<file path="config.mk">
export PLATFORM = sky130hd
export DESIGN_NAME = snoop_bus_controller
export DESIGN_NICKNAME = d
export VERILOG_FILES = /design/src/rtl/coherence_pkg.sv /design/src/rtl/rr_arbiter.sv /design/src/rtl/snoop_bus_controller.sv
export SDC_FILE = /design/constraint.sdc
export NUM_CORES = 1
export LEC_CHECK = 0
export CORE_AREA = 4 4 143 145
export DETAILED_ROUTE_END_ITERATION = 12
export DIE_AREA = 0 0 147 149
export PLACE_DENSITY_LB_ADDON = 0.08
export SLEW_MARGIN = 20
export SYNTH_ARGS = -nofsm -noshare
export SYNTH_HDL_FRONTEND = slang
export SYNTH_SLANG_ARGS = --single-unit
</file>
<file path="constraint.sdc">
create_clock -name CLK -period 2.1 [get_ports CLK]
set_input_delay 0.21 -clock CLK [delete_from_list [all_inputs] [get_ports CLK]]
set_output_delay 0.21 -clock CLK [all_outputs]
set_load 0.01 [all_outputs]
</file>
<file path="src/rtl/coherence_pkg.sv">
// coherence_pkg: controller states plus index-width and block-offset helpers shared by the snoop controller and arbiter
package coherence_pkg;
  typedef enum logic [2:0] {IDLE, SNOOP, FWD, MEMRD, WB, INV, DONE} state_e;
  function automatic int idx_w(input int n);
    return (n > 1) ? $clog2(n) : 1;
  endfunction
  function automatic int blk_off(input int blkwords);
    return $clog2(blkwords) + 2;
  endfunction
endpackage

</file>
<file path="src/rtl/rr_arbiter.sv">
// rr_arbiter: round-robin grant over an N-wide request vector; ports: clk, rst_n (async low), req, en (take grant) in; gnt_vld, gnt_idx out
module rr_arbiter import coherence_pkg::*; #(
  parameter int N = 2,
  localparam int IW = idx_w(N)
) (
  input  logic          clk,
  input  logic          rst_n,
  input  logic [N-1:0]  req,
  input  logic          en,
  output logic          gnt_vld,
  output logic [IW-1:0] gnt_idx
);
  logic [IW-1:0] ptr_q, ptr_d, j;
  always_comb begin
    gnt_vld = 1'b0;
    gnt_idx = ptr_q;
    j = '0;
    for (int k = N; k >= 1; k--) begin
      j = IW'((int'(ptr_q) + k) % N);
      if (req[j]) begin
        gnt_vld = 1'b1;
        gnt_idx = j;
      end
    end
    ptr_d = (en && gnt_vld) ? gnt_idx : ptr_q;
  end
  always_ff @(posedge clk or negedge rst_n)
    if (!rst_n) ptr_q <= IW'(N - 1);
    else ptr_q <= ptr_d;
endmodule

</file>
<file path="src/rtl/snoop_bus_controller.sv">
// snoop_bus_controller: N-cache snooping coherence controller; ports: per-cache dREN/dWEN/ccwrite/cctrans/daddr/dstore in, dwait/dload/ccwait/ccinv/ccsnoopaddr out, single memory port mem_*
module snoop_bus_controller import coherence_pkg::*; #(
  parameter int NCACHE   = 2,
  parameter int BLKWORDS = 2,
  parameter int WORD_W   = 32
) (
  input  logic                           CLK,
  input  logic                           nRST,
  input  logic [NCACHE-1:0]              dREN,
  input  logic [NCACHE-1:0]              dWEN,
  input  logic [NCACHE-1:0]              ccwrite,
  input  logic [NCACHE-1:0]              cctrans,
  input  logic [NCACHE-1:0][WORD_W-1:0]  daddr,
  input  logic [NCACHE-1:0][WORD_W-1:0]  dstore,
  output logic [NCACHE-1:0]              dwait,
  output logic [NCACHE-1:0][WORD_W-1:0]  dload,
  output logic [NCACHE-1:0]              ccwait,
  output logic [NCACHE-1:0]              ccinv,
  output logic [NCACHE-1:0][WORD_W-1:0]  ccsnoopaddr,
  output logic                           mem_ren,
  output logic                           mem_wen,
  output logic [WORD_W-1:0]              mem_addr,
  output logic [WORD_W-1:0]              mem_store,
  input  logic [WORD_W-1:0]              mem_load,
  input  logic                           mem_wait
);
  localparam int IW = idx_w(NCACHE);
  localparam int WI = idx_w(BLKWORDS);
  localparam int OB = blk_off(BLKWORDS);
  state_e state_q, state_d;
  logic [IW-1:0] req_q, req_d, sup_q, sup_d, gnt_idx, snp_idx;
  logic [WI-1:0] widx_q, widx_d, widx_nx;
  logic rfo_q, rfo_d, gnt_vld, last;
  logic [NCACHE-1:0] pending, others;
  logic [WORD_W-1:0] waddr;
  assign pending = cctrans & (dREN | dWEN | ccwrite);
  assign others = ~(NCACHE'(1) << req_q);
  assign waddr = (daddr[req_q] & ~WORD_W'((1 << OB) - 1)) | (WORD_W'(widx_q) << 2);
  assign last = widx_q == WI'(BLKWORDS - 1);
  assign widx_nx = last ? '0 : widx_q + 1'b1;
  rr_arbiter #(.N(NCACHE)) u_arb (
    .clk(CLK), .rst_n(nRST), .req(pending), .en(state_q == IDLE), .gnt_vld(gnt_vld), .gnt_idx(gnt_idx)
  );
  always_comb begin
    state_d = state_q;
    req_d = req_q;
    sup_d = sup_q;
    widx_d = widx_q;
    rfo_d = rfo_q;
    dwait = '1;
    ccwait = '0;
    ccinv = '0;
    dload = '0;
    ccsnoopaddr = '0;
    mem_ren = 1'b0;
    mem_wen = 1'b0;
    mem_addr = '0;
    mem_store = '0;
    snp_idx = '0;
    for (int i = NCACHE - 1; i >= 0; i--)
      if (ccwrite[i] && others[i]) snp_idx = IW'(i);
    case (state_q)
      IDLE: if (gnt_vld) begin
        req_d = gnt_idx;
        rfo_d = ccwrite[gnt_idx];
        state_d = dWEN[gnt_idx] ? WB : dREN[gnt_idx] ? SNOOP : INV;
      end
      SNOOP: begin
        ccwait = others;
        for (int i = 0; i < NCACHE; i++) ccsnoopaddr[i] = others[i] ? waddr : '0;
        sup_d = snp_idx;
        state_d = |(ccwrite & others) ? FWD : MEMRD;
      end
      FWD: begin
        mem_wen = 1'b1;
        mem_addr = waddr;
        mem_store = dstore[sup_q];
        dload[req_q] = dstore[sup_q];
        ccwait[sup_q] = 1'b1;
        ccsnoopaddr[sup_q] = waddr;
        if (!mem_wait) begin
          dwait[req_q] = 1'b0;
          dwait[sup_q] = 1'b0;
          widx_d = widx_nx;
          state_d = last ? DONE : FWD;
        end
      end
      MEMRD: begin
        mem_ren = 1'b1;
        mem_addr = waddr;
        if (!mem_wait) begin
          dload[req_q] = mem_load;
          dwait[req_q] = 1'b0;
          widx_d = widx_nx;
          state_d = last ? DONE : MEMRD;
        end
      end
      WB: begin
        mem_wen = 1'b1;
        mem_addr = waddr;
        mem_store = dstore[req_q];
        if (!mem_wait) begin
          dwait[req_q] = 1'b0;
          widx_d = widx_nx;
          state_d = last ? IDLE : WB;
        end
      end
      INV: begin
        ccinv = others;
        dwait[req_q] = 1'b0;
        state_d = IDLE;
      end
      DONE: begin
        ccinv = rfo_q ? others : '0;
        state_d = IDLE;
      end
      default: state_d = IDLE;
    endcase
  end
  always_ff @(posedge CLK or negedge nRST)
    if (!nRST) begin
      state_q <= IDLE;
      req_q <= '0;
      sup_q <= '0;
      widx_q <= '0;
      rfo_q <= 1'b0;
    end else begin
      state_q <= state_d;
      req_q <= req_d;
      sup_q <= sup_d;
      widx_q <= widx_d;
      rfo_q <= rfo_d;
    end
endmodule
</file>
# Word-level counts from Yosys, hierarchy flattened

Index checks and enable logic that the tools add are counted.

$add $sub $neg: 3
$lt $le $gt $ge: 7
Equality and inequality tests: 10
Shift operators: 1
Multiplexer cells: 57
Bitwise gates (word level): 13
Reduce and logical (&&, ||, !) cells: 13

Operator list:

| operator                                                                     | number |
|---|---|
| 32-bit two-way mux                                                           | 11 |
| 64-bit one-hot mux with 2 select lines                                       | 2 |
| 64-bit bitwise AND                                                           | 3 |
| 32-bit demux with 1-bit select                                               | 2 |
| 64-bit two-way mux                                                           | 1 |
| 32-bit one-hot mux with 2 select lines                                       | 1 |
| 32-bit by 3-bit OR with 32-bit output                                        | 1 |
| 3-bit two-way mux                                                            | 9 |
| 1-bit two-way mux                                                            | 22 |
| 3-bit one-hot mux with 5 select lines                                        | 1 |
| 1-bit by 2-bit less-than comparator with 1-bit output, second input constant | 5 |
| 3-bit == test, second input constant                                         | 3 |
| 2-bit != test, second input constant                                         | 4 |
| 2-bit one-hot mux with 2 select lines                                        | 2 |
| 2-bit bitwise AND                                                            | 3 |
| 3-bit by 2-bit == test with 1-bit output, second input constant              | 2 |
| 2-bit two-way mux                                                            | 3 |
| 2-bit inverter                                                               | 3 |
| 2-bit one-hot mux with 3 select lines                                        | 1 |
| 2-bit OR reduction                                                           | 3 |
| 1-bit logical AND                                                            | 5 |
| 2-bit OR                                                                     | 2 |
| 2-bit AND reduction                                                          | 2 |
| 4-bit AND reduction                                                          | 1 |
| 8 further kinds                                                              | 12 |

Flip-flop bits (word level): 8
Input bits: 171
Output and inout port bits: 200
Logic and storage cells: 110

# Depth between registers and ports, before layout

Depth in word-level cells: 13
Gate-level depth with buffers: 6
Depth with buffers taken out: 4

# Modules after synthesis

From an unflattened synthesis, not the netlist that was laid out.

Cell total of the unflattened synthesis: 514
Area, all modules: 3099.2 µm²

Modules (own cells, without submodules):

| module               | times used | cells an instance | area an instance (µm²) | seq. area each (µm²) |
|---|---|---|---|---|
| snoop_bus_controller | 1          | 508               | 3046.7                 | 175.2 |
| rr_arbiter           | 1          | 6                 | 52.6                   | 26.3 |

# Worst setup path before layout

OpenSTA, ideal clock, no wires.

Kind: register to output
From: register state_q[0]
To: output port ccsnoopaddr[13] in the netlist's numbering
Data arrival time: 1.535 ns
Required time: 1.890 ns
Path slack: 0.355 ns
Cell stages (with the launch flop): 6
Buffers on the path: 3
Cell sequence: dfrtp_1 -> buf_2 -> or3_1 -> clkbuf_1 -> buf_2 -> o22ai_1

RTL lines:

| item                   | RTL line                    | text |
|---|---|---|
| start, declared        | snoop_bus_controller.sv:30  | `state_e state_q, state_d;` |
| start signal, assigned | snoop_bus_controller.sv:128 | `state_q <= state_d;` |
| end, declared          | snoop_bus_controller.sv:19  | `output logic [NCACHE-1:0][WORD_W-1:0] ccsnoopaddr,` |

==> results.sh <==
export IMPL_outcome="complete, but fails checks"
export IMPL_violations="negative setup slack"
export IMPL_setup_violations=97
export IMPL_cts_hold_buf=0
export IMPL_grt_pass1_vias=6161
export IMPL_clk_pin_slew_worst_paths_ps=40
export IMPL_maxCapViolations=0
export IMPL_clockBufferDepth=2
export IMPL_worst_path_buf_inv=6
export IMPL_drive_gt1_share_pct=46.4
export IMPL_hold_viol=0
export IMPL_synth_cell_types=35
export IMPL_avgSynthCellArea_um2=6.01
export IMPL_initialDrtViolationCount=382
export IMPL_crit_path_start_kind="flip-flop"
export IMPL_grt_pass1_wl_um=36200
export IMPL_syn_area_um2=2980
export IMPL_diodes=0
export IMPL_slowest_stage="a222oi_1"
export IMPL_root_buffer="clkbuf_16"
export IMPL_area_delta_synth_final_pct=178
export IMPL_r2r_slack_ps=320
export IMPL_crit_top_cell="buf_12"
export IMPL_vias_per_cell=5.00
export IMPL_endpoint_kind="primary output"
export IMPL_ir_drop_uv=432
export IMPL_critical_path_startpoint="state_q[2]"
export IMPL_start_util_pct=15.5
export IMPL_h_tree_depth=1
export IMPL_worst_slew_pin_slew_ps=538
export IMPL_die_w_um=147
export IMPL_grt_max_degree=30
export IMPL_synth_seq_cells=8
export IMPL_final_cell_mix="clkdlybuf4s50_1, buf_2, buf_4"
export IMPL_rr_endpoint="req_q"
export IMPL_p_leak_nw=3.70
export IMPL_io_pins=371
export IMPL_slowest_delay_ps=460
export IMPL_drt_pass1_iter_count=7
export IMPL_drtAntennaViolNets=0
export IMPL_nNetsFinal=1123
export IMPL_cts_buffers_inserted=3
export IMPL_ys_warnings_count=0
export IMPL_drv_slew=0
export IMPL_nFillCells=1976
export IMPL_synth_compound_area_share_pct=47.5
export IMPL_cts_sinks=8
export IMPL_grt_overflow=0
export IMPL_ff2ff_path_depth=7
export IMPL_gp_congestion=0.838
export IMPL_wl_per_cell_um=21.5
export IMPL_layout_commonest_cell="clkdlybuf4s50_1"
export IMPL_rr_startpoint="state_q[2]"
export IMPL_critPathKind="flip-flop to primary output"
export IMPL_path_delay_family="buffers and inverters"
export IMPL_yosys_area_share_simple_pct=23.5
export IMPL_clk_latency_ps=240
export IMPL_track_usage_pct=20.6
export IMPL_synth_top_family_by_area="compound AO/OA/AOI/OAI gates"
export IMPL_cp_max_fo=4
export IMPL_holdWs_ps=301
export IMPL_die_area_um2=21900
export IMPL_total_power_mw=7.87
export IMPL_vias=6075
export IMPL_clock_skew_ps=4.75
export IMPL_setup_ws_ps=-262
export IMPL_core_area_um2=19200
export IMPL_worstPathCellList="nand2b_4, nor3_4, buf_12, buf_12, buf_12, buf_8, a222oi_1, buf_4, nor2_2, buf_2"
export IMPL_synth_xor_area_share_pct=0.294
export IMPL_hold_path_class="input port to async pin"
export IMPL_synth_cells=496
export IMPL_required_ps=1890
export IMPL_rsz0062_at_grt="true"
export IMPL_slew_headroom_pct=64.1
export IMPL_period_minus_slack_ps=2360
export IMPL_yosysSeqAreaShare_pct=6.76
export IMPL_place_inst=1119
export IMPL_fmax_mhz=423
export IMPL_antenna_found_initial=0
export IMPL_synthAdderAreaFrac_pct=0
export IMPL_arrival_ps=2150
export IMPL_muxShareOfSynthArea_pct=11.4
export IMPL_hpwl_um=17700
export IMPL_drcViolationCount=0
export IMPL_wirelength_um=26100
export IMPL_finalCritPeriodShare_pct=112
export IMPL_fin_cells=1216
export IMPL_cts_tree="built"
export IMPL_power_density_nw_per_um2=951
export IMPL_rows=51
export IMPL_fp_dieH_um=149
export IMPL_portBuffers=358
## power breakdown
group          internal (mW)  switching [mW]  total [mW]
clock network          0.254          0.0830       0.337
registers              0.241           0.103       0.344
logic                   3.33            3.86        7.19
total                   3.83            4.04        7.87
## synth_stat cells
cell type / instances / area share, %
nor2b_2: 1 / 0.29
o311ai_0: 1 / 0.29
dfstp_2: 1 / 0.88
and2_1: 5 / 1.0
nand2_1: 70 / 8.8
nor4_1: 1 / 0.21
xor2_1: 1 / 0.29
a32oi_1: 3 / 0.88
o21bai_1: 1 / 0.25
a222oi_1: 32 / 11
nor3b_1: 1 / 0.25
mux2i_1: 34 / 11
a31oi_1: 2 / 0.42
or3_1: 2 / 0.42
buf_1: 3 / 0.38
a22oi_1: 33 / 8.3
inv_1: 5 / 0.63
nand3_1: 2 / 0.34
o31ai_1: 2 / 0.50
clkinv_1: 1 / 0.13
buf_4: 6 / 1.5
o211ai_1: 2 / 0.50
a21oi_1: 37 / 6.2
buf_2: 25 / 4.2
o311a_1: 1 / 0.34
nand2b_1: 4 / 0.84
nor2_1: 75 / 9.4
conb_1: 1 / 0.13
o22ai_1: 58 / 12
dfrtp_1: 7 / 5.9
clkbuf_1: 28 / 3.5
and3_1: 1 / 0.21
nor3_1: 5 / 0.84
nor2b_1: 4 / 0.84
o21ai_0: 41 / 6.9
## worst max path at each step
stage | to | cells after the start
CTS | ccsnoopaddr[2] | 6
finish | dload[12] | 10
floorplan | ccsnoopaddr[13] | 5
detailed placement | ccsnoopaddr[53] | 7
global placement | ccsnoopaddr[53] | 7
global route | dload[44] | 10
## what timing repair did
| action | 4_1_cts | 5_1_grt |
|---|---|---|
| resized for setup | 719 | 248 |
| hold endpoints to repair | 0 | 0 |
| pin swaps | 59 | 42 |
| endpoints found under the setup margin | 191 | 178 |
| setup buffers | 52 | 33 |
| gates cloned | 9 | 10 |
## per-layer routing
layer  global-route usage, %  vias to the layer above  share of wire [%]
met1                    22.3                     2905                 36
met3                    5.65                       48                8.6
met4                    5.22                        0                3.0
li1                        -                     2809                  -
met2                    39.4                      313                 52
met5                       0                        -                  0
## cell type report
type | count | area, um2 | share of cell area (%)
timing repair buffer | 508 | 4540 | 54.9
inverter | 6 | 22.5 | 0.272
tap | 265 | 332 | 4.00
multi-input combinational | 425 | 3100 | 37.4
clock buffer | 4 | 78.8 | 0.952
sequential | 8 | 208 | 2.51
## sequential cells by signal (all words and copies together), names as in the netlist
name	count
state_q	3
last	1
req_q	1
rfo_q	1
sup_q	1
u_arb.ptr_q	1
## cell families (layout without fill, tap and decap cells)
group / after synthesis / count (layout)
AOI/OAI and AO/OA: 213 / 213
xor gates and xnor gates: 1 / 1
muxes: 34 / 34
buffers and inverters: 68 / 518
other: 1 / 6
and+or+nand+nor: 171 / 171
DFF: 8 / 8
## metrics by stage
step | setup slack (ps) | area, um2 | utilization, % | setup TNS [ps]
5_1_grt | -355 | 8280 | 43.1 | -17610
3_5_place_dp | -338 | 7280 | 37.9 | -24730
3_3_place_gp | -339 | 7280 | 37.9 | -24030
4_1_cts | -253 | 7550 | 39.3 | -4860
6_report | -262 | 8280 | 43.1 | -8730
2_1_floorplan | 355 | 3000 | - | 0
No activity file was read; power rests on OpenSTA's default activity.
